File: src/rtl/watch_time_counter.sv
// watch_time_counter: 24-hour BCD time-of-day counter with a RUN/SET mode FSM.
// A 1 Hz tick advances the time in RUN. In SET, the minute and hour buttons
// step their fields independently, and the seconds are held at 00.
module watch_time_counter (
  input  logic       clk_i,
  input  logic       rst_i,
  input  logic       hz_i,
  input  logic       set_mode_i,
  input  logic       inc_min_i,
  input  logic       inc_hour_i,
  output logic [3:0] sec_u_o,
  output logic [2:0] sec_t_o,
  output logic [3:0] min_u_o,
  output logic [2:0] min_t_o,
  output logic [3:0] hour_u_o,
  output logic [1:0] hour_t_o,
  output logic       tick_o,
  output logic       day_o,
  output logic       set_o
);

  typedef enum logic {RUN = 1'b0, SET = 1'b1} state_t;

  state_t state;

  // Previous-cycle copies of the inputs, used for rising-edge detection
  logic hz_q, min_q, hour_q;
  logic hz_edge, min_edge, hour_edge;

  // Wrap at 59 and report the carry as {carry, tens, units}
  function automatic logic [7:0] inc60(input logic [2:0] t, input logic [3:0] u);
    if (u == 4'd9) begin
      if (t == 3'd5) inc60 = {1'b1, 3'd0, 4'd0};
      else           inc60 = {1'b0, t + 3'd1, 4'd0};
    end else begin
      inc60 = {1'b0, t, u + 4'd1};
    end
  endfunction

  // Wrap at 23 and report the carry as {carry, tens, units}
  function automatic logic [6:0] inc24(input logic [1:0] t, input logic [3:0] u);
    if (t == 2'd2 && u == 4'd3) inc24 = {1'b1, 2'd0, 4'd0};
    else if (u == 4'd9)         inc24 = {1'b0, t + 2'd1, 4'd0};
    else                        inc24 = {1'b0, t, u + 4'd1};
  endfunction

  logic [7:0] sec_nx, min_nx;
  logic [6:0] hour_nx;

  assign sec_nx    = inc60(sec_t_o, sec_u_o);
  assign min_nx    = inc60(min_t_o, min_u_o);
  assign hour_nx   = inc24(hour_t_o, hour_u_o);
  assign hz_edge   = hz_i & ~hz_q;
  assign min_edge  = inc_min_i & ~min_q;
  assign hour_edge = inc_hour_i & ~hour_q;
  assign set_o     = (state == SET);

  // Edge registers reset high, so an input that is held high across reset release is not seen as an edge
  always_ff @(posedge clk_i or posedge rst_i) begin
    if (rst_i) begin
      hz_q   <= 1'b1;
      min_q  <= 1'b1;
      hour_q <= 1'b1;
    end else begin
      hz_q   <= hz_i;
      min_q  <= inc_min_i;
      hour_q <= inc_hour_i;
    end
  end

  // Mode FSM, time digits and the registered tick/day pulses
  always_ff @(posedge clk_i or posedge rst_i) begin
    if (rst_i) begin
      state    <= RUN;
      sec_u_o  <= '0;
      sec_t_o  <= '0;
      min_u_o  <= '0;
      min_t_o  <= '0;
      hour_u_o <= '0;
      hour_t_o <= '0;
      tick_o   <= 1'b0;
      day_o    <= 1'b0;
    end else begin
      tick_o <= 1'b0;
      day_o  <= 1'b0;
      case (state)
        RUN: begin
          if (set_mode_i) begin
            // Entering SET drops any coincident tick and zeroes the seconds
            state   <= SET;
            sec_u_o <= '0;
            sec_t_o <= '0;
          end else if (hz_edge) begin
            tick_o  <= 1'b1;
            {sec_t_o, sec_u_o} <= sec_nx[6:0];
            if (sec_nx[7]) begin
              {min_t_o, min_u_o} <= min_nx[6:0];
              if (min_nx[7]) begin
                {hour_t_o, hour_u_o} <= hour_nx[5:0];
                day_o <= hour_nx[6];
              end
            end
          end
        end
        SET: begin
          if (!set_mode_i) begin
            state <= RUN;
          end else begin
            // Minutes and hours step independently; no carry between them
            if (min_edge)  {min_t_o, min_u_o}   <= min_nx[6:0];
            if (hour_edge) {hour_t_o, hour_u_o} <= hour_nx[5:0];
          end
        end
        default: state <= RUN;
      endcase
    end
  end

endmodule

File: config.mk
export PLATFORM = sky130hd
export DESIGN_NAME = watch_time_counter
export DESIGN_NICKNAME = d
export VERILOG_FILES = /design/src/rtl/watch_time_counter.sv
export SDC_FILE = /design/constraint.sdc
export NUM_CORES = 1
export LEC_CHECK = 0
export CAP_MARGIN = 10
export CORE_ASPECT_RATIO = 2
export CORE_MARGIN = 2
export CORE_UTILIZATION = 50
export DETAILED_ROUTE_END_ITERATION = 16
export PLACE_DENSITY = 0.85
export SYNTH_ARGS = -nofsm -noshare
export SYNTH_HDL_FRONTEND = slang
export SYNTH_SLANG_ARGS = --single-unit
File: constraint.sdc
create_clock -name clk_i -period 5 [get_ports clk_i]
set_input_delay 0.75 -clock clk_i [delete_from_list [all_inputs] [get_ports clk_i]]
set_output_delay 0.75 -clock clk_i [all_outputs]
set_load 0.02 [all_outputs]
==> results of run 1 <==
how the worst max path moves through the flow:
| stage | start | endpoint | slack, ns | cells past startpoint |
|---|---|---|---|---|
| 4_1_cts | set_mode_i | min_u_o[3]$_DFFE_PP0P_ | 2.09 | 7 |
| 3_3_place_gp | set_mode_i | min_u_o[3]$_DFFE_PP0P_ | 1.95 | 7 |
| 2_1_floorplan | set_mode_i | min_u_o[3]$_DFFE_PP0P_ | 2.57 | 7 |
| 5_1_grt | set_mode_i | min_u_o[3]$_DFFE_PP0P_ | 1.94 | 7 |
| 6_report | set_mode_i | min_u_o[3]$_DFFE_PP0P_ | 2.07 | 7 |
| 3_5_place_dp | set_mode_i | min_u_o[3]$_DFFE_PP0P_ | 1.82 | 7 |
registers in the layout, indices dropped and copies added, names as in the netlist:
register / cells
hour_u_o: 4
hour_t_o: 2
sec_u_o: 4
hz_q: 1
set_o: 1
min_u_o: 4
min_q: 1
hour_q: 1
tick_o: 1
day_o: 1
min_t_o: 3
sec_t_o: 3
synth_stat cells (4+ instances only):
cell type	instances
nor2_1	9
ha_1	7
nor3_1	4
nand3b_1	4
dfrtp_1	23
mux2_2	4
nand2_1	7
inv_1	9
o21ai_0	11
cell families after synthesis:
group                    after synthesis  share of synthesized area, %
AND/OR/NAND/NOR                       47                          22.5
AO/OA/AOI/OAI                         30                          14.1
flip-flops                            26                          45.6
buffers and inverters                 14                          4.28
multiplexers                           7                          5.50
adder cells (fa/ha/maj)                7                          6.11
XOR/XNOR                               3                          1.83
worst register-to-register path, cell delays in order (launching register included):
cell	delay (ns)
dfrtp_1	0.53
ha_1	0.29
or3_4	0.35
nor4_4	0.29
o221ai_1	0.21
a221o_1	0.39
per-layer routing:
layer	part of all wire (%)	track usage (%)	up-vias
li1	-	-	542
met1	38	22.3	567
met2	55	40.0	42
met3	3.5	1.58	12
met4	3.6	12.9	0
met5	0	0	-
layout by cell type (no fill, tap or decap), types with 2 or more instances in the layout:
master / synthesis / routed
clkdlybuf4s50_1: 0 / 28
dfrtp_1: 23 / 23
o21ai_0: 11 / 11
nor2_1: 9 / 9
inv_1: 9 / 9
nand2_1: 7 / 7
ha_1: 7 / 7
nand3b_1: 4 / 4
mux2_2: 4 / 4
nor3_1: 4 / 4
nand4b_1: 3 / 3
mux2_1: 3 / 3
o211ai_1: 3 / 3
xnor2_1: 3 / 3
and3_1: 3 / 3
a21oi_1: 3 / 3
clkbuf_8: 0 / 3
dfstp_2: 3 / 3
nor4_4: 2 / 2
nand2b_1: 2 / 2
nor2b_1: 2 / 2
nand3_1: 2 / 2
o2bb2ai_1: 2 / 2
a31oi_1: 2 / 2
o221ai_1: 2 / 2
power breakdown:
group | switching (W) | internal (W)
clock | 0.0000653 | 0.0000571
sequential | 0.0000681 | 0.000251
combinational | 0.000130 | 0.000131
total | 0.000263 | 0.000439
through the flow:
step,std cells,hold slack [ns]
2_1_floorplan,134,0.611
3_3_place_gp,186,0.514
3_5_place_dp,186,0.526
4_1_cts,190,0.542
5_1_grt,190,0.566
6_report,190,0.542
final cells by class:
cell class / instances / area share [%]
clock buffers: 4 / 2.55
inverters: 9 / 1.91
multi-input cells: 94 / 40.6
flip-flops and latches: 26 / 37.0
well taps: 29 / 2.05
repair buffers: 28 / 15.9
==> impl_results.md, run 1 <==
* Multi-input combinational cell area at 718 sq um
* Class of the worst hold path: register to register
* DIE WIDTH at 41.9 um
* CTS clk-pin slew, worst paths at 0.09 ns
* Post-Syn Nets at 147
* Num CTS Buffers at 3
* Clock sink count at 26
* Status: finished clean
* CTS H-tree depth at 1
* Starting Density at 52.4%
* Post-synthesis cell count at 134
* Fin crit period at 2.93 ns
* Yosys top cell by area: dfrtp_1
* Initial DRC count at 26
* Top cell type's share of synthesized area at 40.1%
* Final core utilization at 64.6%
* Setup Total Neg Slack at 0 ns
* Synthesized flop and latch total at 26
* First-pass GRT wire length at 5.55 mm
* Final hold vios at 0
* Resize count post-CTS at 0
* Post-synth EDFFs at 0
* Fillers at 209
* Dominant cells by area after synthesis: dfrtp_1, ha_1, dfstp_2
* Count of final setup violators at 0
* Pwr per Cell Area at 397 nW/um^2
* Share of flip-flops with an asynchronous set or reset at 100%
* DRC at 0
* Area occupied by registers at 654 sq um
* Final GP Congestion at 0.846
* CP Buf/Inv Count at 2
* Tcrit/Tclk final at 58.5%
* Ys Warns at 0
* Critical-path top delay cell: clkdlybuf4s50_1
* Die Height at 79.7 um
* Max-cap violations at 0
* Final ANT Viol Nets at 0
* Total gr overflow at 0
* Max VDD drop at 0.342 mV
* Total power at 0.000702 W
* Gr usage total at 21.4%
* WP data arrival at 3.08 ns
* Worst path cell trace: clkdlybuf4s50_1 -> inv_1 -> ha_1 -> or3_4 -> nor4_4 -> o221ai_1 -> a221o_1
* Clock buffer depth at 2
* RR Startpoint: set_o$_DFF_PP0_
* RSZ-0062 raised after global routing: false
* Crit start category: input port
* Post-place setup slack at 1.82 ns
* I/O pin count at 29
* Layout cells sized above 1 at 9.94%
* Worst reg2reg path endpoint: min_u_o[3]$_DFFE_PP0P_
* Kind of end point of the critical path: register
* Final worst-path setup slack at 2.07 ns
* Most used DFF post-synth: dfrtp_1
* Vias per cell at 6.12
* Vias at 1163
* Yosys cell types at 42
* TritonCTS clock tree: done
* Slowest stage delay, CP at 0.71 ns
* DP HPWL at 2.51 mm
* Router iterations before antenna repair at 5
* Crit-path leading delay family: buffers and inverters
* Placed instance area at 1720 sq um
* CTS hold repair buffers at 0
* Die area at 3340 sq um
* Clk_lat worst skew at 0.27 ns
* Final #Nets at 175
* CP required at 5.15 ns
* Antenna violations before repair at 0
* Seq/Total Area, Yosys at 45.6%
* Highest clock rate at 342 MHz
* Max Fanout on Critical Path at 12
* CTS Root Cell: clkbuf_8
* Rel. slew slack at 33.3%
* Diodes inserted at 0
* Mapped Avg Cell Area at 10.7 sq um
* Max-slew violations at 0
* Min-Delay Path Depth at 1
* Port Buffers at 28
* HP Start: min_t_o[0]$_DFFE_PP0P_
* Routed Wire Length at 3.25 mm
* Kind of critical path: input port to register
* Syn Std Cell Area at 1430 sq um
* Final Cell Area at 1770 sq um
* Post-CTS Setup Bufs at 0
* R2r setup slk at 2.83 ns
* Clk_skew at 0.00291 ns
* Core area at 2740 sq um
* Pleak at 0.741 nW
* P&R area growth vs syn at 23.3%
* Cell row count at 27
* Least-Margin Pin Slew at 1.00 ns
* Worst R2R Path Depth at 5
* Hold Path Sink: min_t_o[0]$_DFFE_PP0P_
* Avg WL per Cell at 17.1 um
* Vias in the first global route at 1257
* Largest net degree at the start of global routing at 27
No activity file was read; power rests on OpenSTA's default activity.
==> run 2: changes to the inputs <==
- clock period: 5 -> 2.95 ns (I/O delays scaled with it)
==> run 2 against run 1 <==
Final cell count rose by 0.53%. Utilization rose by 0.27 points. Sequential share of layout area fell by 0.16 points. Critical path type unchanged. Hold slack got worse by 0.0014 ns. Cell area rose by 0.42%.
==> impl_results.md, run 2 (synthesis results as in run 1) <==
* Placed instance area at 1730 sq um (+0.44%)
* Clock sink count at 26 (unchanged)
* Initial DRC count at 36 (+38%)
* CTS hold repair buffers at 0 (unchanged)
* DP HPWL at 2.44 mm (-2.7%)
* Router iterations before antenna repair at 4 (-1)
* Slowest stage delay, CP at 0.47 ns (-0.24 ns)
* First-pass GRT wire length at 5.45 mm (-1.7%)
* Clk_lat worst skew at 0.28 ns (about the same)
* Pwr per Cell Area at 671 nW/um^2 (+69%)
* DIE WIDTH at 41.9 um (unchanged)
* Kind of critical path: input port to register
* Final #Nets at 176 (+0.57%)
* Rel. slew slack at 34.6% (+1.4 points)
* Vias per cell at 6.14 (+0.33%)
* Final Cell Area at 1780 sq um (+0.42%)
* Max-cap violations at 0 (unchanged)
* Cell row count at 27 (unchanged)
* Max Fanout on Critical Path at 7 (-5)
* P&R area growth vs syn at 23.8%
* Routed Wire Length at 3.22 mm (-0.71%)
* Layout cells sized above 1 at 10.5% (+0.56 points)
* TritonCTS clock tree: done
* Fin crit period at 2.22 ns
* Total gr overflow at 0 (unchanged)
* Final hold vios at 0 (unchanged)
* Worst path cell trace: clkdlybuf4s50_1 -> inv_1 -> ha_1 -> or3_4 -> nor4_4 -> o221ai_1 -> a221o_1
* Vias in the first global route at 1234 (-1.8%)
* Post-CTS Setup Bufs at 0 (unchanged)
* Least-Margin Pin Slew at 0.979 ns (-0.0206 ns)
* Setup Total Neg Slack at 0 ns (unchanged)
* Die Height at 79.7 um (unchanged)
* DRC at 0 (unchanged)
* Num CTS Buffers at 3 (unchanged)
* Count of final setup violators at 0 (unchanged)
* Biggest regs: hour_u_o (4), min_u_o (4), sec_u_o (4)
* Port Buffers at 28 (unchanged)
* Final GP Congestion at 0.834 (-1.5%)
* RSZ-0062 raised after global routing: false
* Final ANT Viol Nets at 0 (unchanged)
* Highest clock rate at 450 MHz
* Most frequent cells in the layout: clkdlybuf4s50_1, dfrtp_1, o21ai_0, nor2_1, inv_1
* Avg WL per Cell at 16.9 um (-1.2%)
* Resize count post-CTS at 0 (unchanged)
* Starting Density at 52.4% (unchanged)
* CP required at 3.12 ns (-2.03 ns)
* Crit start category: input port
* Gr usage total at 21.6% (+0.17 points)
* Max VDD drop at 0.446 mV (+30%)
* Leading cell type in the layout, fill and taps excluded: clkdlybuf4s50_1
* CTS H-tree depth at 1 (unchanged)
* Critical-path top delay cell: clkdlybuf4s50_1
* Antenna violations before repair at 0 (unchanged)
* Vias at 1173 (+0.86%)
* Class of the worst hold path: register to register
* Pleak at 0.746 nW (+0.65%)
* Kind of end point of the critical path: register
* Max-slew violations at 0 (unchanged)
* Tcrit/Tclk final at 75.3%
* WP data arrival at 2.39 ns (-0.69 ns)
* CTS Root Cell: clkbuf_8
* CTS clk-pin slew, worst paths at 0.08 ns (about the same)
* Die area at 3340 sq um (unchanged)
* Clk_skew at 0.00785 ns (+0.00495 ns)
* I/O pin count at 29 (unchanged)
* Core area at 2740 sq um (unchanged)
* Clock buffer depth at 2 (unchanged)
* Largest net degree at the start of global routing at 27 (unchanged)
* Diodes inserted at 0 (unchanged)
* Total power at 0.00119 W (+70%)
* Status: finished clean
[run 2: area by class of cell]
type	instances	area, sq um
clock buffers	4	45.0
fillers	227	961
inverters	9	33.8
multi-input cells	94	718
flip-flops and latches	26	654
well taps	29	36.3
repair buffers	29	288
[run 2: through the flow]
stage	util, %	cells	hold slack (ns)	worst slack [ns]
after detailed placement	63.2	187	0.532	0.427
after global routing	64.9	191	0.567	0.645
final	64.9	191	0.541	0.730
after CTS	64.9	191	0.546	0.723
after global placement	63.2	187	0.503	0.493
after floorplan	-	134	0.447	0.832
[run 2: worst paths after layout]
| check | cells after the start | slack [ns] | start | endpoint |
|---|---|---|---|---|
| min in group asynchronous | 2 | 0.69 | rst_i | min_u_o[1]$_DFFE_PP0P_ |
| worst max register to register | 5 | 0.82 | set_o$_DFF_PP0_ | min_u_o[3]$_DFFE_PP0P_ |
| worst min register to register | 1 | 0.54 | min_t_o[0]$_DFFE_PP0P_ | min_t_o[0]$_DFFE_PP0P_ |
| worst max-delay path | 7 | 0.73 | set_mode_i | min_u_o[3]$_DFFE_PP0P_ |
| worst min-delay path | 1 | 0.54 | min_t_o[0]$_DFFE_PP0P_ | min_t_o[0]$_DFFE_PP0P_ |
| max in group asynchronous | 2 | 1.67 | rst_i | hour_u_o[1]$_DFFE_PP0P_ |
[run 2: report_power, final]
group          total (W)  leakage, nW  internal, W  switching, W
logic           0.000437        0.392     0.000222      0.000215
registers       0.000541        0.331     0.000426      0.000115
clock network   0.000213       0.0228    0.0000971      0.000116
[run 2: critical path, delay by kind of cell]
kind	cells	cell delay, ns
buf+inv	2	0.53
simple gates	2	0.62
compound gates	2	0.56
fa+ha+maj	1	0.23
[run 2: metal layers]
metal	share of wire [%]	GRT usage, %
met1	36	20.2
met2	57	41.6
met3	3.4	3.39
met4	3.2	12.9
met5	0	0
==> run 3: changes to the inputs <==
- CORE_UTILIZATION: 50 -> 46
- PLACE_DENSITY: 0.85 -> 0.83
- clock period: 2.95 -> 1.95 ns (I/O delays scaled with it)
==> run 3 against run 2 <==
Global-route usage rose by 0.26 points. Non-clock buffer count grew 22. Clock skew decreased by 0.0033 ns. Cell area increased by 11%. Wire length rose by 9.4%. First-iteration DRC count rose by 5.6%. Worst setup slack worse by 0.68 ns. Critical path depth fell by 1. Largest power group is now combinational logic.
==> impl_results.md, run 3 (synthesis results as in run 1) <==
* Num CTS Buffers at 3 (unchanged)
* Vias at 1275 (+8.7%)
* Router iterations before antenna repair at 4 (unchanged)
* I/O pin count at 29 (unchanged)
* CTS clk-pin slew, worst paths at 0.09 ns (about the same)
* WP data arrival at 2.07 ns (-0.32 ns)
* Max VDD drop at 0.637 mV (+43%)
* Least-Margin Pin Slew at 0.336 ns (-0.644 ns)
* Clk_lat worst skew at 0.28 ns (about the same)
* Die Height at 83.0 um (+4.0%)
* Count of final setup violators at 0 (unchanged)
* Largest net degree at the start of global routing at 27 (unchanged)
* Placed instance area at 1890 sq um (+9.5%)
* Max-cap violations at 0 (unchanged)
* Clock sink count at 26 (unchanged)
* Cell row count at 28 (+3.7%)
* Clock buffer depth at 2 (unchanged)
* Most frequent cells in the layout: clkdlybuf4s50_1, buf_4, dfrtp_1, o21ai_0, nor2_1
* Crit-path leading delay family: buffers and inverters
* Final core utilization at 66.5% (+1.6 points)
* CTS Root Cell: clkbuf_8
* Kind of critical path: input port to register
* Status: finished clean
* Final Cell Area at 1980 sq um (+11%)
* Core area at 2980 sq um (+8.8%)
* Gr usage total at 21.8% (+0.26 points)
* Vias per cell at 5.96 (-3.0%)
* Highest clock rate at 526 MHz
* Fin crit period at 1.90 ns
* Worst path cell trace: clkdlybuf4s50_1 -> or4b_4 -> nor4_4 -> buf_4 -> o211ai_1 -> mux2_1
* Final GP Congestion at 0.858 (+3.0%)
* Port Buffers at 28 (unchanged)
* Avg WL per Cell at 16.5 um (-2.3%)
* TritonCTS clock tree: done
* Crit start category: input port
* Pwr per Cell Area at 1020 nW/um^2 (+51%)
* Kind of end point of the critical path: register
* Final hold vios at 0 (unchanged)
* Fillers at 214 (-5.7%)
* Final #Nets at 198 (+13%)
* CP required at 2.12 ns (-1.00 ns)
* DIE WIDTH at 43.5 um (+3.9%)
* CP Buf/Inv Count at 2 (unchanged)
* CTS H-tree depth at 1 (unchanged)
* Vias in the first global route at 1356 (+9.9%)
* Final ANT Viol Nets at 0 (unchanged)
* Max-slew violations at 0 (unchanged)
* Total gr overflow at 0 (unchanged)
* Critical-path top delay cell: clkdlybuf4s50_1
* Initial DRC count at 38 (+5.6%)
* Layout cells sized above 1 at 23.9% (+13 points)
* Class of the worst hold path: input port to async pin
* Rel. slew slack at 77.4% (+43 points)
* Max Fanout on Critical Path at 3 (-4)
* Slowest stage delay, CP at 0.51 ns (+0.04 ns)
* Antenna violations before repair at 0 (unchanged)
* Starting Density at 48.2% (-4.2 points)
* Leading cell type in the layout, fill and taps excluded: clkdlybuf4s50_1
* Biggest regs: hour_u_o (4), min_u_o (4), sec_u_o (4)
* Tcrit/Tclk final at 97.5%
* DRC at 0 (unchanged)
* CTS hold repair buffers at 0 (unchanged)
* Clk_skew at 0.00453 ns (-0.00332 ns)
* Die area at 3610 sq um (+8.1%)
* First-pass GRT wire length at 6.15 mm (+13%)
* Routed Wire Length at 3.53 mm (+9.4%)
* Pleak at 0.877 nW (+18%)
* P&R area growth vs syn at 38.0%
* Diodes inserted at 0 (unchanged)
* DP HPWL at 2.74 mm (+13%)
* RSZ-0062 raised after global routing: true
-- run 3: area by class of cell --
class / count / area (sq um) / area share [%]
Clock inverter: 1 / 30.0 / 1.52
Inverter: 9 / 33.8 / 1.71
Tap cell: 30 / 37.5 / 1.90
Timing Repair Buffer: 51 / 455 / 23.0
Multi-Input combinational cell: 94 / 724 / 36.6
Clock buffer: 3 / 41.3 / 2.09
Sequential cell: 26 / 657 / 33.2
-- run 3: power by group --
group	internal (W)	switching, W	leakage [nW]
clock network	0.000275	0.000181	0.0357
logic	0.000392	0.000389	0.513
registers	0.000645	0.000129	0.329
-- run 3: path summary, 6_finish.rpt --
| check | endpoint | cells past startpoint | slack [ns] | startpoint |
|---|---|---|---|---|
| hold reg to reg | min_t_o[0]$_DFFE_PP0P_ | 1 | 0.55 | min_t_o[0]$_DFFE_PP0P_ |
| hold / removal | sec_u_o[3]$_DFFE_PP0P_ | 3 | 0.36 | rst_i |
| setup reg to reg | hour_u_o[2]$_DFFE_PP0P_ | 5 | 0.08 | set_o$_DFF_PP0_ |
| min in group clk_i | set_o$_DFF_PP0_ | 2 | 0.39 | set_mode_i |
| max in group asynchronous | hz_q$_DFF_PP1_ | 3 | 1.29 | rst_i |
| setup / recovery | hour_u_o[2]$_DFFE_PP0P_ | 6 | 0.05 | hz_i |
-- run 3: worst min-delay path, delay by kind of cell --
family                 cells  cell delay (ns)
buffers and inverters      3             0.75
-- run 3: per-stage QoR --
step / total power (W) / setup WS [ns] / hold WS (ns) / std cells / TNS (ns)
2_1_floorplan: 0.00119 / -0.0128 / 0.297 / 134 / -0.0195
4_1_cts: 0.00202 / -0.00298 / 0.376 / 214 / -0.00298
3_5_place_dp: 0.00156 / -0.438 / 0.540 / 209 / -4.25
6_report: 0.00201 / 0.0479 / 0.358 / 214 / 0
5_1_grt: 0.00213 / -0.00361 / 0.388 / 214 / -0.00361
3_3_place_gp: 0.00152 / -0.355 / 0.509 / 209 / -3.41
-- run 3: metal layers --
| metal | GRT usage, % | routed length (um) |
|---|---|---|
| met3 | 1.96 | 97 |
| met4 | 6.89 | 97 |
| met1 | 23.7 | 1260 |
| met2 | 41.5 | 2070 |
| met5 | 0 | 0 |
-- run 3: timing repair --
item | in CTS | in global routing
hold endpoints to repair | 0 | 0
gates resized for setup | 1 | 3
buffers inserted | 1 | 0
pin swaps | 3 | 0
setup endpoints to repair | 6 | 5
